==> src/rtl/sent_pkg.sv <==
// Shared SENT transmit definitions: frame-controller state encoding, frame
// geometry and the CRC4 constants used by the checksum generator.
package sent_pkg;

    typedef enum logic [2:0] {
        ST_IDLE   = 3'd0,
        ST_SYNC   = 3'd1,
        ST_STATUS = 3'd2,
        ST_DATA   = 3'd3,
        ST_CRC    = 3'd4,
        ST_PAUSE  = 3'd5
    } state_e;

    // Number of data nibbles carried by one frame.
    localparam int         NUM_DATA_NIBBLES = 6;
    localparam logic [2:0] LAST_DATA_IDX    = 3'(NUM_DATA_NIBBLES - 1);

    // SENT CRC4: polynomial x^4+x^3+x^2+1, seed 4'b0101.
    localparam logic [3:0] CRC_SEED = 4'b0101;

    // CRC table T[i] = (i * x^4) mod poly.
    function automatic logic [3:0] crc4_tab(input logic [3:0] c);
        logic [3:0] t;
        case (c)
            4'd0:    t = 4'd0;
            4'd1:    t = 4'd13;
            4'd2:    t = 4'd7;
            4'd3:    t = 4'd10;
            4'd4:    t = 4'd14;
            4'd5:    t = 4'd3;
            4'd6:    t = 4'd9;
            4'd7:    t = 4'd4;
            4'd8:    t = 4'd1;
            4'd9:    t = 4'd12;
            4'd10:   t = 4'd6;
            4'd11:   t = 4'd11;
            4'd12:   t = 4'd15;
            4'd13:   t = 4'd2;
            4'd14:   t = 4'd8;
            default: t = 4'd5;
        endcase
        return t;
    endfunction

    // Data nibble selected by idx; idx 0 is the most significant nibble.
    function automatic logic [3:0] nibble_at(input logic [23:0] d, input logic [2:0] i);
        logic [3:0] n;
        case (i)
            3'd0:    n = d[23:20];
            3'd1:    n = d[19:16];
            3'd2:    n = d[15:12];
            3'd3:    n = d[11:8];
            3'd4:    n = d[7:4];
            3'd5:    n = d[3:0];
            default: n = 4'd0;
        endcase
        return n;
    endfunction

endpackage

==> src/rtl/sent_crc4.sv <==
// Combinational SENT CRC4 over the six data nibbles (status nibble excluded),
// table-driven with a final zero-nibble augmentation step.
module sent_crc4
    import sent_pkg::*;
(
    input  logic [23:0] data_i,
    output logic [3:0]  crc_o
);

    logic [3:0] c;

    // Fold the nibbles MSB-first through the table, then augment with zero.
    always_comb begin
        c = CRC_SEED;
        for (int i = 0; i < NUM_DATA_NIBBLES; i++) begin
            c = crc4_tab(c) ^ nibble_at(data_i, 3'(i));
        end
        crc_o = crc4_tab(c);
    end

endmodule

==> src/rtl/sent_tx_frame_ctrl.sv <==
// SENT transmit frame controller: sequences sync, status, six data nibbles,
// CRC and an optional pause pulse, handing each pulse type and nibble value to
// an external pulse generator and advancing on its pulse_done.
module sent_tx_frame_ctrl
    import sent_pkg::*;
(
    input  logic        ticks,
    input  logic        reset_tx_n,
    input  logic [23:0] data_in,
    input  logic [3:0]  status_in,
    input  logic        pause_en,
    input  logic        data_valid,
    output logic        data_ready,
    input  logic        pulse_done,
    output logic        sync,
    output logic        pulse,
    output logic        pause,
    output logic        idle,
    output logic [3:0]  data_nibble,
    output logic        frame_done
);

    state_e      state_q, state_d;
    logic [2:0]  idx_q, idx_d;
    logic [23:0] data_q, data_d;
    logic [3:0]  status_q, status_d;
    logic        pause_en_q, pause_en_d;
    logic [3:0]  crc_q, crc_d;
    logic [3:0]  crc_calc;
    logic        sync_q, sync_d;
    logic        pulse_q, pulse_d;
    logic        pause_q, pause_d;
    logic        idle_q, idle_d;
    logic [3:0]  nibble_q, nibble_d;
    logic        ready_q, ready_d;
    logic        done_q, done_d;
    logic        accept;
    logic        end_frame;

    sent_crc4 u_crc (
        .data_i (data_in),
        .crc_o  (crc_calc)
    );

    // Next-state, frame latch and registered-output decode.
    always_comb begin
        state_d    = state_q;
        idx_d      = idx_q;
        data_d     = data_q;
        status_d   = status_q;
        pause_en_d = pause_en_q;
        crc_d      = crc_q;
        ready_d    = 1'b0;
        done_d     = 1'b0;
        accept     = 1'b0;
        end_frame  = 1'b0;

        case (state_q)
            ST_IDLE: begin
                // pulse_done has no meaning here; only a request starts a frame.
                if (data_valid) accept = 1'b1;
            end
            ST_SYNC: begin
                if (pulse_done) state_d = ST_STATUS;
            end
            ST_STATUS: begin
                if (pulse_done) begin
                    state_d = ST_DATA;
                    idx_d   = 3'd0;
                end
            end
            ST_DATA: begin
                if (pulse_done) begin
                    if (idx_q == LAST_DATA_IDX) begin
                        state_d = ST_CRC;
                        idx_d   = 3'd0;
                    end else begin
                        idx_d = idx_q + 3'd1;
                    end
                end
            end
            ST_CRC: begin
                if (pulse_done) begin
                    if (pause_en_q) state_d = ST_PAUSE;
                    else            end_frame = 1'b1;
                end
            end
            ST_PAUSE: begin
                if (pulse_done) end_frame = 1'b1;
            end
            default: state_d = ST_IDLE;
        endcase

        // A pending request at end of frame chains straight into the next sync.
        if (end_frame) begin
            done_d  = 1'b1;
            state_d = ST_IDLE;
            if (data_valid) accept = 1'b1;
        end

        if (accept) begin
            state_d    = ST_SYNC;
            idx_d      = 3'd0;
            data_d     = data_in;
            status_d   = status_in;
            pause_en_d = pause_en;
            crc_d      = crc_calc;
            ready_d    = 1'b1;
        end

        // Selects and nibble follow the state being entered so they are
        // registered and stay put until the next pulse_done.
        sync_d   = (state_d == ST_SYNC);
        pause_d  = (state_d == ST_PAUSE);
        idle_d   = (state_d == ST_IDLE);
        pulse_d  = (state_d == ST_STATUS) || (state_d == ST_DATA) || (state_d == ST_CRC);
        nibble_d = 4'd0;
        case (state_d)
            ST_STATUS: nibble_d = status_d;
            ST_DATA:   nibble_d = nibble_at(data_d, idx_d);
            ST_CRC:    nibble_d = crc_d;
            default:   nibble_d = 4'd0;
        endcase
    end

    // State, latched frame and output registers.
    always_ff @(posedge ticks or negedge reset_tx_n) begin
        if (!reset_tx_n) begin
            state_q    <= ST_IDLE;
            idx_q      <= 3'd0;
            data_q     <= 24'd0;
            status_q   <= 4'd0;
            pause_en_q <= 1'b0;
            crc_q      <= 4'd0;
            sync_q     <= 1'b0;
            pulse_q    <= 1'b0;
            pause_q    <= 1'b0;
            idle_q     <= 1'b1;
            nibble_q   <= 4'd0;
            ready_q    <= 1'b0;
            done_q     <= 1'b0;
        end else begin
            state_q    <= state_d;
            idx_q      <= idx_d;
            data_q     <= data_d;
            status_q   <= status_d;
            pause_en_q <= pause_en_d;
            crc_q      <= crc_d;
            sync_q     <= sync_d;
            pulse_q    <= pulse_d;
            pause_q    <= pause_d;
            idle_q     <= idle_d;
            nibble_q   <= nibble_d;
            ready_q    <= ready_d;
            done_q     <= done_d;
        end
    end

    assign sync        = sync_q;
    assign pulse       = pulse_q;
    assign pause       = pause_q;
    assign idle        = idle_q;
    assign data_nibble = nibble_q;
    assign data_ready  = ready_q;
    assign frame_done  = done_q;

endmodule

==> config.mk <==
export PLATFORM = sky130hd
export DESIGN_NAME = sent_tx_frame_ctrl
export DESIGN_NICKNAME = d
export VERILOG_FILES = /design/src/rtl/sent_pkg.sv /design/src/rtl/sent_crc4.sv /design/src/rtl/sent_tx_frame_ctrl.sv
export SDC_FILE = /design/constraint.sdc
export NUM_CORES = 1
export LEC_CHECK = 0
export CAP_MARGIN = 25
export CORE_MARGIN = 2
export CORE_UTILIZATION = 35
export CTS_CLUSTER_DIAMETER = 100
export DETAILED_ROUTE_END_ITERATION = 6
export GPL_ROUTABILITY_DRIVEN = 0
export PLACE_DENSITY = 0.56
export SLEW_MARGIN = 10
export SYNTH_ARGS = -nofsm -noshare
export SYNTH_HDL_FRONTEND = slang
export SYNTH_HIERARCHICAL = 1
export SYNTH_SLANG_ARGS = --single-unit
==> constraint.sdc <==
create_clock -name ticks -period 3.9 [get_ports ticks]
set_clock_uncertainty 0.05 [all_clocks]
set_input_delay 0.585 -clock ticks [delete_from_list [all_inputs] [get_ports ticks]]
set_output_delay 0.585 -clock ticks [all_outputs]
set_load 0.1 [all_outputs]
## Word-level counts from Yosys, hierarchy flattened

Memories as Yosys holds them, arrays and structs flattened.
Cells that the tools add are included.

- Bits in read-only memories: 384
- Flip-flop bits (word level): 49
- Bits in writable memories: 0
- Memories kept: 6
- Latch bits: 0

- Magnitude comparators: 0
- Reductions and logical operators: 6
- Add/subtract/negate cells: 1
- Shift operators: 0
- Bitwise gates (word level): 6
- Multipliers: 0
- Divide/modulo/power cells: 0
- Multiplexer cells: 29
- Eq/ne operators: 16

Memories:

| memory | words | bits a word | rd ports | clocked after Yosys merged registers in | write ports | line | RTL |
|---|---|---|---|---|---|---|---|
| (name not given) | 16 | 4 | 1 | 0 | 0 | sent_pkg.sv:24 | `case (c)` |
| (name not given) | 16 | 4 | 1 | 0 | 0 | sent_pkg.sv:24 |  |
| (name not given) | 16 | 4 | 1 | 0 | 0 | sent_pkg.sv:24 |  |
| (name not given) | 16 | 4 | 1 | 0 | 0 | sent_pkg.sv:24 |  |
| (name not given) | 16 | 4 | 1 | 0 | 0 | sent_pkg.sv:24 |  |
| (name not given) | 16 | 4 | 1 | 0 | 0 | sent_pkg.sv:24 |  |

Operators by type and width:

| operator | count |
|---|---|
| 3-bit 2-to-1 mux | 12 |
| 24-bit 2-to-1 mux | 1 |
| 4-bit case mux with 6 select lines | 1 |
| 3-bit equality test (second input constant) | 7 |
| 4-bit XOR | 5 |
| 3-bit by 2-bit equality test with 1-bit output (second input constant) | 6 |
| 3-bit case mux with 5 select lines | 1 |
| 4-bit case mux with 3 select lines | 1 |
| 3-bit by 1-bit equality test with 1-bit output (second input constant) | 3 |
| 3-bit zero test | 3 |
| 1-bit 2-to-1 mux | 9 |
| 4-bit 2-to-1 mux | 2 |
| 3-bit case mux with 2 select lines | 1 |
| 3-bit by 1-bit adder with 3-bit output (second input constant) | 1 |
| 1-bit logical OR | 2 |
| 2-bit NOT | 1 |
| 1-bit case mux with 2 select lines | 1 |
| 2-bit OR reduction | 1 |

## Logic depth before layout (Yosys ltp)

An unclocked memory read counts as a cell.

- Word-level depth: 14
- Mapped depth: 12
- Depth with buffers taken out: 8

## Cells and area by module

The synthesis kept the hierarchy.

By module, submodules not included:

| module | area an instance (um2) | cells an instance | instances |
|---|---|---|---|
| sent_tx_frame_ctrl | 2402.3 | 253 | 1 |
| sent_crc4 | 387.9 | 31 | 1 |

## Worst setup path after synthesis

OpenSTA, ideal clock, no wires.

- Kind: input port to flip-flop
- Start: input port data_in[1]
- End: register nibble_q[2], in the netlist data_nibble[2]
- Setup time: 0.126 ns
- Path slack: 1.735 ns
- Data arrival time: 1.989 ns
- Buffers on the path: 0
- Stages on the path: 7
- Data required time: 3.724 ns
- Cell sequence: xnor2_1 > xnor3_1 > xnor3_2 > xnor2_1 > nand2_1 > nand2_1 > a221o_1

- Cells in the longest elaborated chain, start to end: 4

Ends and longest elaborated chain:

| item | line | RTL |
|---|---|---|
| start, declared | sent_tx_frame_ctrl.sv:9 | `input logic [23:0] data_in,` |
| 4-bit XOR | sent_crc4.sv:16 | `c = crc4_tab(c) ^ nibble_at(data_i, 3'(i));` |
| memory 16 x 4 bit | - |  |
| named net crc_calc[2] | sent_tx_frame_ctrl.sv:29 | `logic [3:0] crc_calc;` |
| 4-bit 2-to-1 mux | sent_tx_frame_ctrl.sv:101 | `if (accept) begin` |
| named net crc_d[2] | sent_tx_frame_ctrl.sv:28 | `logic [3:0] crc_q, crc_d;` |
| 4-bit case mux with 3 select lines | sent_tx_frame_ctrl.sv:118 | `case (state_d)` |
| named net nibble_d[2] | sent_tx_frame_ctrl.sv:34 | `logic [3:0] nibble_q, nibble_d;` |
| end signal, assigned | sent_tx_frame_ctrl.sv:153 | `nibble_q <= nibble_d;` |
| end, declared | sent_tx_frame_ctrl.sv:34 |  |

The timed path passes the listed nets, and every way through them passes these cells.
A chain may end at the register's enable or synchronous reset.

## Worst setup path in the final report

- Start: register state_q[0]
- End: register nibble_q[2], in the netlist data_nibble[2]

- Cells in the longest elaborated chain, start to end: 8

Ends and longest elaborated chain:

| item | line | RTL |
|---|---|---|
| start, declared | sent_tx_frame_ctrl.sv:23 | `state_e state_q, state_d;` |
| start signal, assigned | sent_tx_frame_ctrl.sv:143 | `state_q <= state_d;` |
| 3-bit zero test | sent_tx_frame_ctrl.sv:58 | `case (state_q)` |
| 1-bit 2-to-1 mux | sent_tx_frame_ctrl.sv:58 |  |
| 1-bit 2-to-1 mux | sent_tx_frame_ctrl.sv:98 | `if (data_valid) accept = 1'b1;` |
| 1-bit 2-to-1 mux | sent_tx_frame_ctrl.sv:95 | `if (end_frame) begin` |
| 3-bit 2-to-1 mux * | sent_tx_frame_ctrl.sv:101 |  |
| named net idx_d[2] | sent_tx_frame_ctrl.sv:24 | `logic [2:0] idx_q, idx_d;` |
| 3-bit equality test, or another cell as far along | sent_pkg.sv:48 | `case (i)` |
| 4-bit case mux with 6 select lines * | sent_pkg.sv:48 |  |
| 4-bit case mux with 3 select lines * | sent_tx_frame_ctrl.sv:118 |  |
| named net nibble_d[2] | sent_tx_frame_ctrl.sv:34 |  |

Mark *: on every way through the listed nets, which the timed path passes. The rest lies on a longest branch.

==> run summary <==
## Status
• complete, no violations — run status

## Timing
• 0 — final hold viol count
• false — RSZ-0062 raised after global routing
• 770.9 ps — smallest setup slack after layout
• 0.3196 GHz — timing-limited maximum frequency
• 3129 ps — post-layout minimum cycle time
• 0 ps — accumulated negative setup slack
• 0 — number of setup violations in the final report
• 0 — number of slew-limit violations in the final report
• 0.3540 — worst rel slew slack
• 0.8023 — part of the cycle the worst path needs
• 966.0 ps — Tightest Pin Transition

## Synth
• 0.07489 — proportion of synthesized area in mux cells
• 0.1422 — Synth Area in XOR/XNOR
• 1.000 — share of flip-flops with an asynchronous set or reset after synthesis
• 53 — Distinct cells, synth
• 9.825 um^2 — Avg Cell Area, Syn
• 317 — net count after synthesis
• 284 — count of mapped cells out of synthesis
• 0 — Synth Area in Adders
• 0.1951 — post-synthesis share of cell area spent on and, or, nand and nor gates
• 0.1045 — complex-gate fraction of the synthesized area
• 2790 um^2 — post-synth design cell area
• 0 — EDFF count, synth
• 6 — Synthesis Warnings
• sky130_fd_sc_hd__dfrtp_1 — flip-flop cell with the highest count after synthesis
• simple AND/OR/NAND/NOR gates — main combinational cell family by area after synthesis
• 49 — flip-flop and latch count after synthesis
• 0.4399 — sequential fraction of the synthesis area

## Clock tree
• 5 — number of CTS-inserted buffers
• 49 — count of clock tree sinks
• done — TritonCTS clock tree
• 90 ps — clock slew at reported path FFs
• sky130_fd_sc_hd__clkbuf_8 — root buffer cell
• 0 — quantity of gates resized following cts
• 2 — level count of the clock H-tree
• 300 ps — Skew-Pair Late Insertion Delay
• 2 — maximum clock insertion buffer count
• 0 — Post CTS Setup Buffer Count
• 0 — hold buffer count at CTS

## Critical path
• flip-flop — kind of end point of the critical path
• flip-flop — nature of the critical path startpoint
• 4050 ps — required time of the critical path
• 19 — Max Fanout on Critical Path
• 550 ps — CP max stage delay
• 3280 ps — worst endpoint data arrival time
• nand2b_2, a31oi_1, or2_1, inv_1, a21oi_1, a21o_1, a41oi_2, a221o_1 — cell breakdown of the critical path
• reg -> reg — kind of critical path
• sky130_fd_sc_hd__or2_1 — standard cell with the maximum stage delay on the critical path

## Final layout
• 0.1173 — share of layout cells above drive strength 1
• 0 — number of diodes added for antenna fixing
• 20.40% — Syn-to-layout area delta
• sky130_fd_sc_hd__nand2_1 — most common library cell in the layout ignoring fill and taps
• 756 — Filler Cells Inserted
• 356 — Nets
• 88 x sky130_fd_sc_hd__nand2_1, 48 x sky130_fd_sc_hd__dfrtp_1, 41 x sky130_fd_sc_hd__clkdlybuf4s50_1, 20 x sky130_fd_sc_hd__xnor2_1, 13 x sky130_fd_sc_hd__a21oi_1 — commonest non-fill, non-tap cells in the layout

## Power and ir drop
• 0.2660 mV — worst IR drop on VDD
• 2418 uW — Power, Total
• 719.7 nW/um^2 — total power divided by cell area
• 0.001538 uW — total leakage power

## Floorplan
• 43 — I/O pin count
• 7727 um^2 — core area
• 0.3611 — Initial Util
• 93.29 um — floorplan die height
• 32 — cell row count
• 93.29 um — Horiz. Die Dim
• 8702 um^2 — area of the die

## Detailed routing
• 15.01 um — detailed-route wire length per cell
• 4.923 — vias per inst
• 3.086 mm — Post-Route M1 WL
• met4 — DR top layer
• 6.396 mm — routed wire length
• 143 — detailed router's first-iteration violation count
• 2097 — total number of vias
• 273 um — DR WL met3
• 0 — remaining number of nets flagged by the antenna check after routing
• 0 — DR DRC count
• 6 — number of iterations in the first detailed-routing pass
• 2.982 mm — met2 routed wirelength

## GRT
• 10.85 mm — first-pass GRT wire length
• 37 — pin count of the biggest net entering global routing
• 0 — number of antenna violations at the first check in global routing
• 0 — total gr overflow
• 2021 — via count of the first global-routing pass
• 0.1614 — all-layer global routing usage

## Placement
• 4.852 mm — HPWL after detailed placement
• 42 — quantity of I/O buffers inserted on ports
• 553.1 ps — pre-CTS setup slack

## Flow run
• 0 — max capacitance violation total

## Hold path
• in -> async — worst hold path type

-- worst paths after layout --
| kind | cells past startpoint | end | slack, ps | from |
|---|---|---|---|---|
| hold / removal | 1 | data_q[7]$_DFF_PN0_ | 120 | reset_tx_n |
| setup reg to reg | 8 | data_nibble[2]$_DFF_PN0_ | 770 | state_q[0]$_DFF_PN0_ |
| min in group ticks | 2 | data_q[3]$_DFF_PN0_ | 430 | data_q[3]$_DFF_PN0_ |
| setup / recovery | 8 | data_nibble[2]$_DFF_PN0_ | 770 | state_q[0]$_DFF_PN0_ |
| max in group asynchronous | 2 | idx_q[2]$_DFF_PN0_ | 2910 | reset_tx_n |
| hold reg to reg | 2 | data_q[3]$_DFF_PN0_ | 430 | data_q[3]$_DFF_PN0_ |
-- stage by stage --
step / cell area (um^2) / hold slack [ps] / cells / util
floorplan: 2790 / 239.4 / 284 / -
global placement: 3272 / 402.8 / 418 / 0.4234
detailed placement: 3272 / 411.5 / 418 / 0.4234
CTS: 3359 / 118.7 / 426 / 0.4347
global route: 3359 / 124.4 / 426 / 0.4347
finish: 3359 / 116.4 / 426 / 0.4347
-- power breakdown --
group          switching [uW]  internal, uW
sequential                135           724
clock                     177           127
combinational             758           497
-- routing by layer --
layer  track usage  vias up
met5             0        -
met4       0.03676        0
met3       0.02740        4
met2        0.2470       50
met1        0.2396     1009
li1              -     1034
-- Yosys cell counts, types with 3 or more instances --
cell                        n  share of area
sky130_fd_sc_hd__and3_1     4         0.0090
sky130_fd_sc_hd__xnor2_1   20          0.063
sky130_fd_sc_hd__mux2_2     9          0.036
sky130_fd_sc_hd__inv_1      6         0.0081
sky130_fd_sc_hd__nor2_1     6         0.0081
sky130_fd_sc_hd__a21oi_1   13          0.023
sky130_fd_sc_hd__nor2b_1    4         0.0090
sky130_fd_sc_hd__mux4_2     3          0.024
sky130_fd_sc_hd__nand3_1    4         0.0072
sky130_fd_sc_hd__xnor3_1    3          0.024
sky130_fd_sc_hd__buf_6      4          0.016
sky130_fd_sc_hd__buf_2      9          0.016
sky130_fd_sc_hd__o21ai_0    9          0.016
sky130_fd_sc_hd__nand2_1   88           0.12
sky130_fd_sc_hd__dfrtp_1   48           0.43
sky130_fd_sc_hd__mux2i_1    4          0.014
sky130_fd_sc_hd__nand3b_1   3         0.0081
-- flip-flops by register name, summed over array words and instances, names as in the netlist --
name,flops
sync,1
data_q,24
pulse,1
data_ready,1
data_nibble,4
status_q,4
idx_q,3
state_q,3
pause,1
pause_en_q,1
frame_done,1
idle,1
crc_q,4
-- critical path, delay by kind of cell (launching register included) --
kind                   cells  cell delay [ps]
buffers and inverters      1              480
AND/OR/NAND/NOR            2              820
flip-flops                 1              500
AO/OA/AOI/OAI              5             1150
-- kinds of logic (layout without fill, tap and decap cells) --
| kind of cell | Yosys count | after routing |
|---|---|---|
| AND/OR/NAND/NOR | 122 | 122 |
| flip-flops | 49 | 49 |
| AO/OA/AOI/OAI | 44 | 44 |
| XOR/XNOR | 32 | 32 |
| buffers and inverters | 21 | 61 |
| multiplexers | 16 | 16 |
-- layout make-up --
cell class	instances	area, um^2	share of cell area
clock inverters	2	15.01	0.004469
multi-input cells	214	1441	0.4290
flip-flops and latches	49	1227	0.3654
clock buffers	6	72.57	0.02160
repair buffers	47	452.9	0.1348
inverters	6	22.52	0.006704
well taps	102	127.6	0.03799
Power figures use the tool's default switching activity.
